$ cat config.mk
export PLATFORM = sky130hd
export DESIGN_NAME = lc3b_mem_arbiter
export DESIGN_NICKNAME = d
export VERILOG_FILES = /design/src/rtl/lc3b_mem_arbiter.sv
export SDC_FILE = /design/constraint.sdc
export NUM_CORES = 1
export LEC_CHECK = 0
export ABC_AREA = 1
export BUFFER_PORTS_ARGS = -buffer_cell sky130_fd_sc_hd__buf_2
export CAP_MARGIN = 20
export CELL_PAD_IN_SITES_DETAIL_PLACEMENT = 0
export CELL_PAD_IN_SITES_GLOBAL_PLACEMENT = 1
export CORE_MARGIN = 2
export CORE_UTILIZATION = 16
export DETAILED_ROUTE_END_ITERATION = 8
export PLACE_DENSITY = 0.85
export SLEW_MARGIN = 15
export SYNTH_ARGS = -nofsm -noshare
export SYNTH_HDL_FRONTEND = slang
export SYNTH_SLANG_ARGS = --single-unit
$ cat constraint.sdc
create_clock -name clk -period 1.7 [get_ports clk]
set_input_delay 0.17 -clock clk [delete_from_list [all_inputs] [get_ports clk]]
set_output_delay 0.17 -clock clk [all_outputs]
set_load 0.05 [all_outputs]
$ cat src/rtl/lc3b_mem_arbiter.sv
// lc3b_mem_arbiter: shares the single LC-3b memory port between instruction fetch and LDR/STR.
// Optional feature macro: LC3B_ARB_ROUND_ROBIN_EN (alternating tie-break instead of data-first).
module lc3b_mem_arbiter (
   input  logic        clk,
   input  logic        reset,
   input  logic        i_read,
   input  logic [15:0] i_address,
   output logic [15:0] i_rdata,
   output logic        i_resp,
   input  logic        d_read,
   input  logic        d_write,
   input  logic [15:0] d_address,
   input  logic [15:0] d_wdata,
   input  logic [1:0]  d_byte_enable,
   output logic [15:0] d_rdata,
   output logic        d_resp,
   output logic        mem_read,
   output logic        mem_write,
   output logic [15:0] mem_address,
   output logic [15:0] mem_wdata,
   output logic [1:0]  mem_byte_enable,
   input  logic [15:0] mem_rdata,
   input  logic        mem_resp
);

   typedef enum logic [1:0] {
      ST_IDLE    = 2'd0,
      ST_SERVE_I = 2'd1,
      ST_SERVE_D = 2'd2
   } state_t;

   state_t r_state;
   state_t w_state_nxt;
   logic   w_i_req;
   logic   w_d_req;
   logic   w_grant_d;

   assign w_i_req = i_read;
   assign w_d_req = d_read | d_write;

   // Read data is broadcast; the matching resp is what qualifies it.
   assign i_rdata = mem_rdata;
   assign d_rdata = mem_rdata;

`ifdef LC3B_ARB_ROUND_ROBIN_EN
   logic r_prio_d;
   logic w_prio_d_nxt;

   assign w_grant_d = w_d_req & (~w_i_req | r_prio_d);

   // Priority pointer: 1 favours data; moves only on completed grants.
   always_ff @(posedge clk or posedge reset) begin
      if (reset) begin
         r_prio_d <= 1'b1;
      end else begin
         r_prio_d <= w_prio_d_nxt;
      end
   end
`else
   assign w_grant_d = w_d_req;
`endif

   // Grant state register.
   always_ff @(posedge clk or posedge reset) begin
      if (reset) begin
         r_state <= ST_IDLE;
      end else begin
         r_state <= w_state_nxt;
      end
   end

   // Next-state and port steering; IDLE outputs match the reset values.
   always_comb begin
      w_state_nxt     = r_state;
      mem_read        = 1'b0;
      mem_write       = 1'b0;
      mem_address     = 16'h0000;
      mem_wdata       = 16'h0000;
      mem_byte_enable = 2'b11;
      i_resp          = 1'b0;
      d_resp          = 1'b0;
`ifdef LC3B_ARB_ROUND_ROBIN_EN
      w_prio_d_nxt    = r_prio_d;
`endif
      case (r_state)
         ST_IDLE: begin
            if (w_grant_d) begin
               w_state_nxt = ST_SERVE_D;
            end else if (w_i_req) begin
               w_state_nxt = ST_SERVE_I;
            end else begin
               w_state_nxt = ST_IDLE;
            end
         end
         ST_SERVE_I: begin
            mem_read    = i_read;
            mem_address = i_address;
            if (!w_i_req) begin
               w_state_nxt = ST_IDLE;
            end else if (mem_resp) begin
               i_resp      = 1'b1;
               w_state_nxt = ST_IDLE;
`ifdef LC3B_ARB_ROUND_ROBIN_EN
               w_prio_d_nxt = 1'b1;
`endif
            end else begin
               w_state_nxt = ST_SERVE_I;
            end
         end
         ST_SERVE_D: begin
            // A simultaneous read and write is treated as a write.
            mem_read        = d_read & ~d_write;
            mem_write       = d_write;
            mem_address     = d_address;
            mem_wdata       = d_wdata;
            mem_byte_enable = d_byte_enable;
            if (!w_d_req) begin
               w_state_nxt = ST_IDLE;
            end else if (mem_resp) begin
               d_resp      = 1'b1;
               w_state_nxt = ST_IDLE;
`ifdef LC3B_ARB_ROUND_ROBIN_EN
               w_prio_d_nxt = 1'b0;
`endif
            end else begin
               w_state_nxt = ST_SERVE_D;
            end
         end
         default: begin
            w_state_nxt = ST_IDLE;
         end
      endcase
   end

endmodule

; ---- Word level (Yosys, flattened, before mapping)
; Index checks and enable logic that the tools add are counted.
[totals]
wordCells = 24
latchBits = 0
ramBits = 0
n_memories = 0
regBits = 2
mem_bits_ro = 0
out_inout_bits = 70
in_bits = 72
[classes]
n_bitwise = 3
mul = 0
n_eq_ne = 2
n_addsub = 0
n_mux = 17
reduce_logical = 1
magnitude_cmp = 0
div_mod_pow = 0
n_shift = 0
[ops]
columns = cell, count
row1 = $pmux W16 S2, 1
row2 = $mux W16, 1
row3 = $mux W1, 9
row4 = $mux W2, 4
row5 = $pmux W2 S3, 1
row6 = $eq A2 B1 Y1 const B, 1
row7 = $eq A2 B2 Y1 const B, 1
row8 = $logic_not A2 Y1, 1
row9 = $pmux W1 S2, 1
row10 = $and A1 B1 Y1, 1
row11 = $not A1 Y1, 1
row12 = $or A1 B1 Y1, 1

; ---- Logic depth before layout (Yosys ltp)
[logic_depth]
ltp_word = 3
ltp_mapped = 6
depth_no_buf = 4

; ---- Least setup slack after synthesis
; Ideal clock, no wire load.
[synth_path]
path_type = register -> output
from = register r_state[1]
to = output mem_address[11]
path_buffers = 1
required_time_ns = 1.530
arrival_ns = 1.591
path_slack_ns = -0.061
stages_incl_launch_ff = 6
path_cell_list = dfrtp_1 inv_1 ha_1 buf_6 nand2_1 a21oi_1
[synth_between]
elab_chain_cells = 2
elab_cells_between_ends = 3
cone_classes = eq/ne: 2 / mux: 1
[synth_lines]
columns = item, line
row1 = start: declaration, 32  ; state_t r_state;
row2 = start signal: assignment, 68  ; r_state <= w_state_nxt;
row3 = $eq A2 B2 Y1 or $eq A2 B1 Y1 (tied branches), 85  ; case (r_state)
row4 = $pmux W16 S2 (*), 85
row5 = end: declaration, 19  ; output logic [15:0] mem_address,
; Mark *: on every way between the ends. The rest lies on a longest branch, timed or not.

; ---- Final worst setup path
[layout_path]
from = register r_state[1]
to = output mem_address[8]
; The elaborated chain is that of the path after synthesis.

==> results.sh <==
export IMPL_synth_cells=154
export IMPL_setup_slack_ps=48.2
export IMPL_ios=142
export IMPL_clk_pin_slew_worst_paths_ps=30
export IMPL_crit_fanout=8
export IMPL_hp_class="in -> reg"
export IMPL_fp_dieW_um=80.0
export IMPL_antenna_found_initial=0
export IMPL_pre_cts_ws_ps=100
export IMPL_critical_path_class="reg -> out"
export IMPL_numCtsBuffers=3
export IMPL_cts_htree_levels=1
export IMPL_ys_warn_count=0
export IMPL_vias=1056
export IMPL_outcome="complete, no violations"
export IMPL_drtAntennaViolNets=0
export IMPL_mappedNetlistNets=232
export IMPL_synth_area_top_cells="buf_4 28%, nand2_1 19%, inv_1 10%, a21oi_2 9.5%, ha_1 8.1%"
export IMPL_die_y_um=80.0
export IMPL_syn_avg_cell_area_um2=6.00
export IMPL_max_slew_margin_pct=82.9
export IMPL_overflow=0
export IMPL_grt_max_degree=18
export IMPL_core_mm2=0.00554
export IMPL_min_period_over_period_pct=97.2
export IMPL_io_buffers=93
export IMPL_cts_tree="done"
export IMPL_placed_cell_area_mm2=0.00124
export IMPL_grt_pass1_wl_um=3930
export IMPL_ctsLongestPathBuffers=2
export IMPL_antenna_cells=0
export IMPL_drc=0
export IMPL_track_usage_pct=7.92
export IMPL_clk_latency_ps=210
export IMPL_setup_viol=0
export IMPL_cts_sinks=2
export IMPL_nFillCells=605
export IMPL_fin_nets=300
export IMPL_finalMaxSlewViolations=0
export IMPL_row_count=27
export IMPL_worst_pin_slew_ps=258
export IMPL_seq_area_frac_synth_pct=5.42
export IMPL_fin_skew_ps=1.51
export IMPL_areaGrowthSynthToFinish_pct=68.4
export IMPL_async_flop_share_pct=100
export IMPL_initial_core_util_pct=16.7
export IMPL_power_total_mw=1.69
export IMPL_dr_pass1_iters=4
export IMPL_ys_ff_latch=2
export IMPL_die_area_mm2=0.00640
export IMPL_wl_per_cell_um=10.4
export IMPL_period_minus_slack_ps=1650
export IMPL_multi_input_area_um2=547
export IMPL_final_hold_viol_count=0
export IMPL_synth_top_area_share_pct=27.6
export IMPL_worstSetupStartpointType="flop"
export IMPL_maxCapViolations=0
export IMPL_largestRegisters="r_state (2)"
export IMPL_yosysUniqueCellTypes=16
export IMPL_synth_area_leader_cell="buf_4"
export IMPL_yosysMostFrequentCell="nand2_1"
export IMPL_fmax_mhz=605
export IMPL_routabilityCongestion=0.672
export IMPL_cp_end_kind="output pin"
export IMPL_stdcell_area_mm2=0.00156
export IMPL_regArea_um2=52.6
export IMPL_p_leak_nw=0.877
export IMPL_tns_ps=0
export IMPL_cts_root_buffer="clkbuf_8"
export IMPL_cp_arrival_ps=1480
export IMPL_power_density_mw_per_mm2=1090
export IMPL_regMostFlops="r_state"
export IMPL_place_hpwl_um=2190
export IMPL_grt_pass1_vias=924
export IMPL_synthTopCellsByCount="47 x nand2_1, 34 x buf_4, 25 x inv_1"
export IMPL_synth_edf_count=0
export IMPL_drt_iter0_markers=18
export IMPL_drt_total_wl_um=3050
export IMPL_drive_gt1_share_pct=63.6
export IMPL_synth_ff_type="dfrtp_1"
export IMPL_largest_register_ffs=2
export IMPL_cp_data_required_time_ps=1530
export IMPL_viasPerCell=3.62
export IMPL_syn_cell_area_um2=923
export IMPL_ir_drop_v=0.000393
## final timing paths
kind                                 start              to  slack (ps)  cells past startpoint
min in group asynchronous            reset      r_state[0]         360                      3
worst min-delay path                i_read      r_state[0]         210                      3
worst max register to register  r_state[1]      r_state[1]         560                      4
worst max-delay path            r_state[1]  mem_address[8]          50                      6
worst min register to register  r_state[1]      r_state[0]         770                      4
max in group asynchronous            reset      r_state[1]        1210                      3
## power breakdown
group | internal, mW | leakage (nW) | switching [mW]
sequential | 0.0585 | 0.0230 | 0.0198
clock | 0.150 | 0.0216 | 0.0360
combinational | 0.472 | 0.832 | 0.952
total | 0.680 | 0.877 | 1.01
## area by class of cell
cell class	instances	share of cell area, %
repair buffers	101	45.5
multi-input cells	87	35.2
inverters	26	7.08
well taps	72	5.79
flip-flops and latches	2	3.38
clock buffers	3	2.65
repair inverters	1	0.402
## repair_timing
action,4_1_cts,5_1_grt
cloned,0,3
hold buffers,1,0
pin swaps,0,0
setup buffers,0,1
resized for setup,40,30
setup endpoints to repair,30,37
endpoints found under the hold margin,2,0
## metal layers
metal / wire length [um] / global-route usage [%] / up-vias
li1: - / - / 554
met1: 1160 / 7.34 / 445
met2: 1570 / 15.3 / 51
met3: 299 / 3.05 / 6
met4: 28 / 3.22 / 0
met5: 0 / 0 / -
## cell families after synthesis
family / count (synthesis) / share of synthesized area (%)
flops: 2 / 5.42
simple gates: 61 / 27.6
fa+ha+maj: 6 / 8.13
buf+inv: 65 / 43.9
compound gates: 20 / 14.9
## per-stage QoR
step	util (%)	instances	hold slack [ps]
5_1_grt	28.1	292	218
3_5_place_dp	22.4	284	33.2
6_report	28.1	292	212
3_3_place_gp	22.4	284	32.9
2_1_floorplan	-	154	-88.8
4_1_cts	25.3	288	214
## critical path, cell delays in order, from the launching register on
cell       delay, ps
dfrtp_2          450
inv_4            100
ha_4             160
clkbuf_16        160
nand2_2           50
a21oi_2          130
buf_4            210
## cells in the final DEF, fill, tap and decap left out
cell type and instances:
nand3_1 1, clkbuf_8 3, and3_1 1, clkbuf_16 1
a21oi_1 2, buf_6 14, buf_4 21, dlygate4sd3_1 1
nor2_1 2, ha_1 2, nand2_1 47, a21oi_2 17
nand2_2 9, buf_2 59, dfrtp_2 2, o21ai_0 1
inv_1 23, clkbuf_4 3, nor2_2 1, buf_12 2
inv_8 1, ha_4 4, inv_4 3
Power figures use the tool's default switching activity.
